==> src/rtl/ecall_halt_controller_pkg.sv <==
// Shared CPU definitions for the ecall halt path: FSM states, x17 defaults
// and the x17 operand-mux select encodings.
package ecall_halt_controller_pkg;

    typedef enum logic [1:0] {
        ST_RUN    = 2'd0,
        ST_DRAIN  = 2'd1,
        ST_HALTED = 2'd2
    } state_t;

    localparam logic [4:0]  ECALL_REG_DEFAULT = 5'd17;
    localparam logic [31:0] HALT_CODE_DEFAULT = 32'd10;

    localparam logic [1:0] FWD_RF     = 2'd0;
    localparam logic [1:0] FWD_EX_MEM = 2'd1;
    localparam logic [1:0] FWD_MEM_WB = 2'd2;

    // x0 is hardwired, so a write to it can never supply the ecall operand
    function automatic logic rd_hits(input logic [4:0] rd, input logic [4:0] target);
        return (rd != 5'd0) && (rd == target);
    endfunction

endpackage

==> src/rtl/ecall_x17_hazard.sv <==
// x17 operand forwarding select and load-use/ALU-in-EX hazard detection for
// an ecall sitting in ID.
module ecall_x17_hazard
    import ecall_halt_controller_pkg::*;
#(
    parameter logic [4:0] ECALL_REG = ECALL_REG_DEFAULT
) (
    input  logic       id_is_ecall,
    input  logic [4:0] id_ex_rd,
    input  logic       id_ex_reg_write,
    input  logic       id_ex_mem_read,
    input  logic [4:0] ex_mem_rd,
    input  logic       ex_mem_reg_write,
    input  logic       ex_mem_mem_read,
    input  logic [4:0] mem_wb_rd,
    input  logic       mem_wb_reg_write,
    output logic [1:0] x17_fwd_sel,
    output logic       hazard
);

    logic id_ex_hit;
    logic ex_mem_alu_hit;
    logic ex_mem_load_hit;
    logic mem_wb_hit;
    logic unused_id_ex_mem_read;

    assign id_ex_hit       = id_ex_reg_write && rd_hits(id_ex_rd, ECALL_REG);
    assign ex_mem_alu_hit  = ex_mem_reg_write && !ex_mem_mem_read && rd_hits(ex_mem_rd, ECALL_REG);
    assign ex_mem_load_hit = ex_mem_reg_write && ex_mem_mem_read && rd_hits(ex_mem_rd, ECALL_REG);
    assign mem_wb_hit      = mem_wb_reg_write && rd_hits(mem_wb_rd, ECALL_REG);

    // Any writer in EX stalls regardless of load/ALU, so the EX load flag is not needed
    assign unused_id_ex_mem_read = id_ex_mem_read;

    always_comb begin
        x17_fwd_sel = FWD_RF;
        if (ex_mem_alu_hit) begin
            x17_fwd_sel = FWD_EX_MEM;
        end else if (mem_wb_hit) begin
            x17_fwd_sel = FWD_MEM_WB;
        end
    end

    assign hazard = id_is_ecall && (id_ex_hit || ex_mem_load_hit);

endmodule

==> src/rtl/ecall_halt_controller.sv <==
// Ecall handling: counts service ecalls, and on a halt ecall drains the back
// end of the pipeline before latching a sticky halted flag.
module ecall_halt_controller
    import ecall_halt_controller_pkg::*;
#(
    parameter int unsigned DRAIN_CYCLES = 3,
    parameter logic [31:0] HALT_CODE    = HALT_CODE_DEFAULT,
    parameter logic [4:0]  ECALL_REG    = ECALL_REG_DEFAULT
) (
    input  logic        clk,
    input  logic        reset,
    input  logic        id_is_ecall,
    input  logic [4:0]  id_ex_rd,
    input  logic        id_ex_reg_write,
    input  logic        id_ex_mem_read,
    input  logic [4:0]  ex_mem_rd,
    input  logic        ex_mem_reg_write,
    input  logic        ex_mem_mem_read,
    input  logic [4:0]  mem_wb_rd,
    input  logic        mem_wb_reg_write,
    input  logic [31:0] x17_value,
    output logic [1:0]  x17_fwd_sel,
    output logic        stall,
    output logic        flush_if_id,
    output logic        is_halted,
    output logic [31:0] ecall_count,
    output state_t      state_dbg
);

    // A zero-length drain still needs one DRAIN cycle to clear the pipe
    localparam int unsigned DRAIN_EFF = (DRAIN_CYCLES == 0) ? 1 : DRAIN_CYCLES;
    localparam int CNT_W = (DRAIN_EFF > 1) ? $clog2(DRAIN_EFF) : 1;
    localparam logic [CNT_W-1:0] DRAIN_LOAD = CNT_W'(DRAIN_EFF - 1);

    state_t           state;
    logic [CNT_W-1:0] drain_cnt;
    logic             hazard;

    ecall_x17_hazard #(
        .ECALL_REG(ECALL_REG)
    ) u_x17_hazard (
        .id_is_ecall     (id_is_ecall),
        .id_ex_rd        (id_ex_rd),
        .id_ex_reg_write (id_ex_reg_write),
        .id_ex_mem_read  (id_ex_mem_read),
        .ex_mem_rd       (ex_mem_rd),
        .ex_mem_reg_write(ex_mem_reg_write),
        .ex_mem_mem_read (ex_mem_mem_read),
        .mem_wb_rd       (mem_wb_rd),
        .mem_wb_reg_write(mem_wb_reg_write),
        .x17_fwd_sel     (x17_fwd_sel),
        .hazard          (hazard)
    );

    always_ff @(posedge clk or negedge reset) begin
        if (!reset) begin
            state       <= ST_RUN;
            drain_cnt   <= '0;
            ecall_count <= '0;
            is_halted   <= 1'b0;
        end else begin
            unique case (state)
                ST_RUN: begin
                    if (id_is_ecall && !hazard) begin
                        if (x17_value == HALT_CODE) begin
                            state     <= ST_DRAIN;
                            drain_cnt <= DRAIN_LOAD;
                        end else begin
                            ecall_count <= ecall_count + 32'd1;
                        end
                    end
                end
                ST_DRAIN: begin
                    if (drain_cnt == '0) begin
                        state     <= ST_HALTED;
                        is_halted <= 1'b1;
                    end else begin
                        drain_cnt <= drain_cnt - CNT_W'(1);
                    end
                end
                ST_HALTED: begin
                    state     <= ST_HALTED;
                    is_halted <= 1'b1;
                end
                default: begin
                    state     <= ST_RUN;
                    is_halted <= 1'b0;
                end
            endcase
        end
    end

    // Outside RUN the front end is frozen unconditionally; reset low forces both quiet
    assign stall       = reset && ((state == ST_RUN) ? hazard : 1'b1);
    assign flush_if_id = reset && (state != ST_RUN);
    assign state_dbg   = state;

endmodule

==> config.mk <==
export PLATFORM = sky130hd
export DESIGN_NAME = ecall_halt_controller
export DESIGN_NICKNAME = d
export VERILOG_FILES = /design/src/rtl/ecall_halt_controller_pkg.sv /design/src/rtl/ecall_x17_hazard.sv /design/src/rtl/ecall_halt_controller.sv
export SDC_FILE = /design/constraint.sdc
export NUM_CORES = 1
export LEC_CHECK = 0
export BUFFER_PORTS_ARGS = -buffer_cell sky130_fd_sc_hd__buf_2
export CAP_MARGIN = 0
export CORE_MARGIN = 1
export CORE_UTILIZATION = 30
export CTS_CLUSTER_DIAMETER = 80
export CTS_CLUSTER_SIZE = 30
export DETAILED_ROUTE_END_ITERATION = 8
export GPL_TIMING_DRIVEN = 0
export HOLD_SLACK_MARGIN = 0.05
export PLACE_DENSITY = 0.52
export SLEW_MARGIN = 30
export SYNTH_ARGS = -nofsm -noshare
export SYNTH_HDL_FRONTEND = slang
export SYNTH_SLANG_ARGS = --single-unit
==> constraint.sdc <==
create_clock -name clk -period 2.35 [get_ports clk]
set_input_delay 0.235 -clock clk [delete_from_list [all_inputs] [get_ports clk]]
set_output_delay 0.235 -clock clk [all_outputs]
set_load 0.03 [all_outputs]
## After elaboration in Yosys (flattened, before gate mapping)

Cells that the tools add are included.

| word-level totals | value |
|---|---|
| bits in registers | 37 |
| latch bits | 0 |
| bits in writable memories | 0 |
| ROM bits | 0 |
| bits of input ports | 55 |
| word-level logic and storage cells | 58 |
| memories kept | 0 |

| cells by class | value |
|---|---|
| $add $sub $neg | 2 |
| multiply operators | 0 |
| div/mod/pow operators | 0 |
| $lt $le $gt $ge | 0 |
| equality and inequality tests | 10 |
| shift-type cells | 0 |
| mux-type cells | 13 |
| bitwise gates (word level) | 2 |
| reduce and logical (&&, ||, !) cells | 27 |

Operators by type and width:

| cell | count |
|---|---|
| $add 32x1->32 const B | 1 |
| $eq 32x4->1 const B | 1 |
| $mux 2 | 8 |
| $eq 5x5->1 const B | 3 |
| $reduce_bool 5->1 | 3 |
| $logic_and 1x1->1 | 13 |
| $ne 2x2->1 const B | 4 |
| $pmux 2 s3 | 1 |
| $reduce_and 3->1 | 2 |
| $logic_not 2->1 | 2 |
| $pmux 2 s2 | 1 |
| $reduce_and 4->1 | 1 |
| $reduce_bool 2->1 | 2 |
| $pmux 1 s3 | 1 |
| $eq 2x1->1 const B | 1 |
| $eq 2x2->1 const B | 1 |
| $logic_not 1->1 | 2 |
| $mux 1 | 2 |
| $not 1->1 | 2 |
| $reduce_and 2->1 | 1 |
| $sub 2x1->2 const B | 1 |
| $logic_or 1x1->1 | 1 |

## Depth between registers and ports, before layout

| logic depth | value |
|---|---|
| word-level depth | 9 |
| mapped depth | 8 |
| depth with buffers taken out | 7 |

## Modules after synthesis

From an unflattened synthesis, not the netlist that was laid out.

| second synthesis, totals | value |
|---|---|
| cell total of the unflattened synthesis | 184 |
| area, all modules | 2069.5 µm² |

By module, submodules not included:

| module | instances | cells an instance | area each (µm²) | sequential area each (µm²) |
|---|---|---|---|---|
| ecall_halt_controller | 1 | 173 | 1984.4 | 925.9 |
| ecall_x17_hazard | 1 | 11 | 85.1 | 0.0 |

## Least setup slack after synthesis

OpenSTA, ideal clock, no wires.

| path | value |
|---|---|
| path kind | in2out |
| start point | in ex_mem_rd[1] |
| end point | out stall |
| arrival | 1.766 ns |
| required time | 2.115 ns |
| setup slack | 0.349 ns |
| stages on the path | 5 |
| buffers on the path | 0 |
| path through | nor4bb_1 > nand4b_1 > nand2_1 > nand2_1 > a21boi_0 |

| between the ends | value |
|---|---|
| word-level cells in the longest chain between the ends | 7 |
| elaborated cells on any way between the ends | 8 |
| classes of those cells | eq/ne (1); mux (1); reduce/logical (6) |

RTL lines:

| what | RTL line | RTL |
|---|---|---|
| start: declaration | ecall_halt_controller.sv:16 | `input logic [4:0] ex_mem_rd,` |
| $eq 5x5->1 or $reduce_bool 5->1 (tied branches) | ecall_halt_controller_pkg.sv:20 | `return (rd != 5'd0) && (rd == target);` |
| $logic_and 1x1->1 * | ecall_halt_controller_pkg.sv:20 |  |
| $logic_and 1x1->1 * | ecall_x17_hazard.sv:29 | `assign ex_mem_load_hit = ex_mem_reg_write && ex_mem_mem_read && rd_hits(ex_mem_rd, ECALL_REG);` |
| $logic_or 1x1->1 * | ecall_x17_hazard.sv:44 | `assign hazard = id_is_ecall && (id_ex_hit \|\| ex_mem_load_hit);` |
| $logic_and 1x1->1 * | ecall_x17_hazard.sv:44 |  |
| $mux 1 * | ecall_halt_controller.sv:94 | `assign stall = reset && ((state == ST_RUN) ? hazard : 1'b1);` |
| $logic_and 1x1->1 * | ecall_halt_controller.sv:94 |  |
| end: declaration | ecall_halt_controller.sv:23 | `output logic stall,` |

Every way passes the cells marked *; elsewhere a longest branch is shown, timed or not.

## Worst setup path in the final report

| path | value |
|---|---|
| start point | reg state[1], in the netlist state_dbg[1] |
| end point | reg ecall_count[21] |

| between the ends | value |
|---|---|
| word-level cells in the longest chain between the ends | 2 |

RTL lines:

| what | RTL line | RTL |
|---|---|---|
| start: declaration | ecall_halt_controller.sv:35 | `state_t state;` |
| start signal: assignment | ecall_halt_controller.sv:57 | `state <= ST_RUN;` |
| start signal: assignment | ecall_halt_controller.sv:66 | `state <= ST_DRAIN;` |
| start signal: assignment | ecall_halt_controller.sv:75 | `state <= ST_HALTED;` |
| $logic_not 2->1 | ecall_halt_controller.sv:62 | `unique case (state)` |
| $reduce_and 3->1 (no source line) | - |  |
| end signal: assignment | ecall_halt_controller.sv:69 | `ecall_count <= ecall_count + 32'd1;` |
| end: declaration | ecall_halt_controller.sv:26 | `output logic [31:0] ecall_count,` |

Every way passes these cells.
A chain may end at the register's enable or synchronous reset.

==> reports/qor.yml <==
timing:
  fmax_mhz: 474
  finClkSkew_ns: 0.00610
  worst_pin_slew_ns: 0.750
  finalSetupViolations: 0
  fin_hold_ws_ns: 0.338
  relSlewSlack: 0.498
  hold_viol_final: 0
  drv_slew: 0
  min_period_over_period: 0.897
  finalCriticalPeriod_ns: 2.11
  fin_setup_tns_ns: 0
  grt_setup_unrepaired: "false"
synthesis:
  synth_seq_cells: 37
  async_flop_share: 1.00
  synth_area_um2: 2040
  synth-seq-area-share: 0.455
  yosysMostFrequentCell: "dfrtp_1"
  synth_fp_nets: 257
  yosysTopAreaCell: "dfrtp_1"
  ys_types: 40
  ys.flop_type: "dfrtp_1"
  syn_area_per_cell_um2: 10.3
  yosysWarningCount: 0
  ys_top_cells_by_count: "dfrtp_1, xor2_1, nor3_1"
  synth_area_leaders: "dfrtp_1, xor2_1, nor3_1"
  synth_edf_count: 0
  synth_top_area_frac: 0.455
  synthCells: 198
routing:
  routed-via-count: 1849
  via_per_inst: 4.94
  avgRoutedWirePerCell_um: 13.8
  wl_um: 5170
  ant_nets: 0
  drt_iter0_drc: 82
  dr.pass1.iters: 6
  drc: 8
clock_network:
  clock-root-buffer: "clkbuf_8"
  postCtsSetupRepairBufs: 0
  htreeDepth: 2
  clk_pin_slew_ns: 0.07
  clk_latency_ns: 0.29
  cts_buffers: 5
  cts_tree: "yes"
  clockBufferDepth: 2
  clkSinkCount: 37
power_and_ir_drop:
  cellPowerDensity_nw_per_um2: 595
  p_leak_uw: 0.00149
  p_int_uw: 1120
  p_clk_frac: 0.327
  p_switching_uw: 490
  ir_drop_uv: 334
  pwr-share-seq: 0.469
  pwr-share-comb: 0.204
  swShare: 0.304
critical_path:
  reg2regPathDepth: 8
  r2r-end: "ecall_count[21]"
  r2r_start: "state_dbg[1]"
  crit_path_end_kind: "flip-flop"
  cp-startpoint: "state_dbg[1]"
  critPathLaunchType: "flip-flop"
  cp_max_fo: 10
  worstPathRequired_ns: 2.55
  reg2reg_slack_ns: 0.24
  criticalPathCategory: "flip-flop to flip-flop"
  arrival_ns: 2.31
finish:
  drive_above_1_share: 0.370
  fin_nets: 356
  area_delta_synth_final_pct: 32.9
  n_antenna_cell: 0
  finalNonFillerCells: 374
floorplanning:
  start_util: 0.315
  row_count: 29
  pin_count: 94
  die_y_um: 84.4
  dieArea_um2: 7120
  core_um2: 6460
  die_x_um: 84.4
worst_hold_path:
  hold_depth: 3
  min_to: "state_dbg[0]"
  hp-class: "input pin to flip-flop"
  min_from: "id_is_ecall"
grt:
  antenna_found_initial: 0
  gr-total-overflow: 0
  grt_pass1_vias: 1816
  grt_usage: 0.155
  grt_pass1_wl_um: 8860
  grt_start_max_net_pins: 40
outcome:
  outcome: "complete, but fails checks"
  violations: "design-rule violations"
placed_design:
  dp_cells: 366
  gp_congestion: 0.732
  dpl.hpwl_um: 3900
  port_buffers: 91
run:
  drv_cap: 0
## stage by stage
stage | total power (uW) | area, um^2 | setup WS, ns | util
floorplan | 955 | 2040 | 0.349 | -
global placement | 1090 | 2590 | -0.0710 | 0.401
detailed placement | 1100 | 2590 | -0.0327 | 0.401
CTS | 1630 | 2690 | 0.129 | 0.417
global route | 1690 | 2710 | 0.00289 | 0.419
finish | 1610 | 2710 | 0.242 | 0.419
## per-layer routing
layer  GRT usage  wire length (um)  up-vias
li1            -                 -      925
met3      0.0364               223        4
met5           0                 0        -
met4      0.0324                52        0
met2       0.249              2380       47
met1       0.215              2520      873
## timing repair
item,CTS,global route
hold buffers,0,1
endpoints found under the hold margin,0,37
gates resized for setup,0,1
endpoints found under the setup margin,0,8
## critical path, cell delays in order, from the launching register on
cell,delay (ns)
dfrtp_1,0.37
inv_1,0.11
ha_1,0.27
nand2_1,0.11
nor2_2,0.21
nand4_1,0.19
clkbuf_1,0.30
nor3_1,0.27
xor2_1,0.19
## registers in the layout, indices dropped and copies added, names as in the netlist
signal       count
ecall_count     32
is_halted        1
drain_cnt        2
state_dbg        2
## power by group through the flow
stage	registers [uW]	logic (uW)	clock network, uW
2_1_floorplan	866	88.6	0
3_3_place_gp	767	326	0
3_5_place_dp	769	329	0
4_1_cts	757	329	547
5_1_grt	765	359	570
6_report	756	328	528
## layout make-up
type	instances	area, um^2
buffer	7	30.0
clock buffer	5	68.8
clock inverter	2	35.0
fill	669	3750
inverter	6	22.5
multi-input combinational	148	1060
sequential	37	926
tap	77	96.3
timing repair buffer	92	468
## cell usage in the layout, fill, tap and decap left out, types with 5 or more instances in the layout
| master | count |
|---|---|
| buf_2 | 90 |
| dfrtp_1 | 37 |
| xor2_1 | 30 |
| nor3_1 | 19 |
| nand2_1 | 14 |
| nand4_1 | 11 |
| nor4_1 | 10 |
| nand3_1 | 9 |
| nor2_1 | 7 |
| inv_1 | 6 |
| clkbuf_1 | 6 |
| nor4b_1 | 5 |
| clkbuf_8 | 5 |
## cells by family (layout without fill, tap and decap cells)
logic type | count (synthesis) | after routing | synth area share
simple gates | 100 | 100 | 0.307
flops | 37 | 37 | 0.455
xor+xnor | 31 | 31 | 0.133
buf+inv | 13 | 112 | 0.0258
compound gates | 11 | 11 | 0.0442
fa+ha+maj | 4 | 4 | 0.0246
mux | 2 | 2 | 0.0111
## worst max-delay path by stage
| stage | to |
|---|---|
| 6_report | ecall_count[21] |
| 4_1_cts | ecall_count[21] |
| 5_1_grt | ecall_count[18] |
| 3_3_place_gp | drain_cnt[1] |
| 2_1_floorplan | stall |
| 3_5_place_dp | drain_cnt[1] |
(Power assumes the default switching activity.)
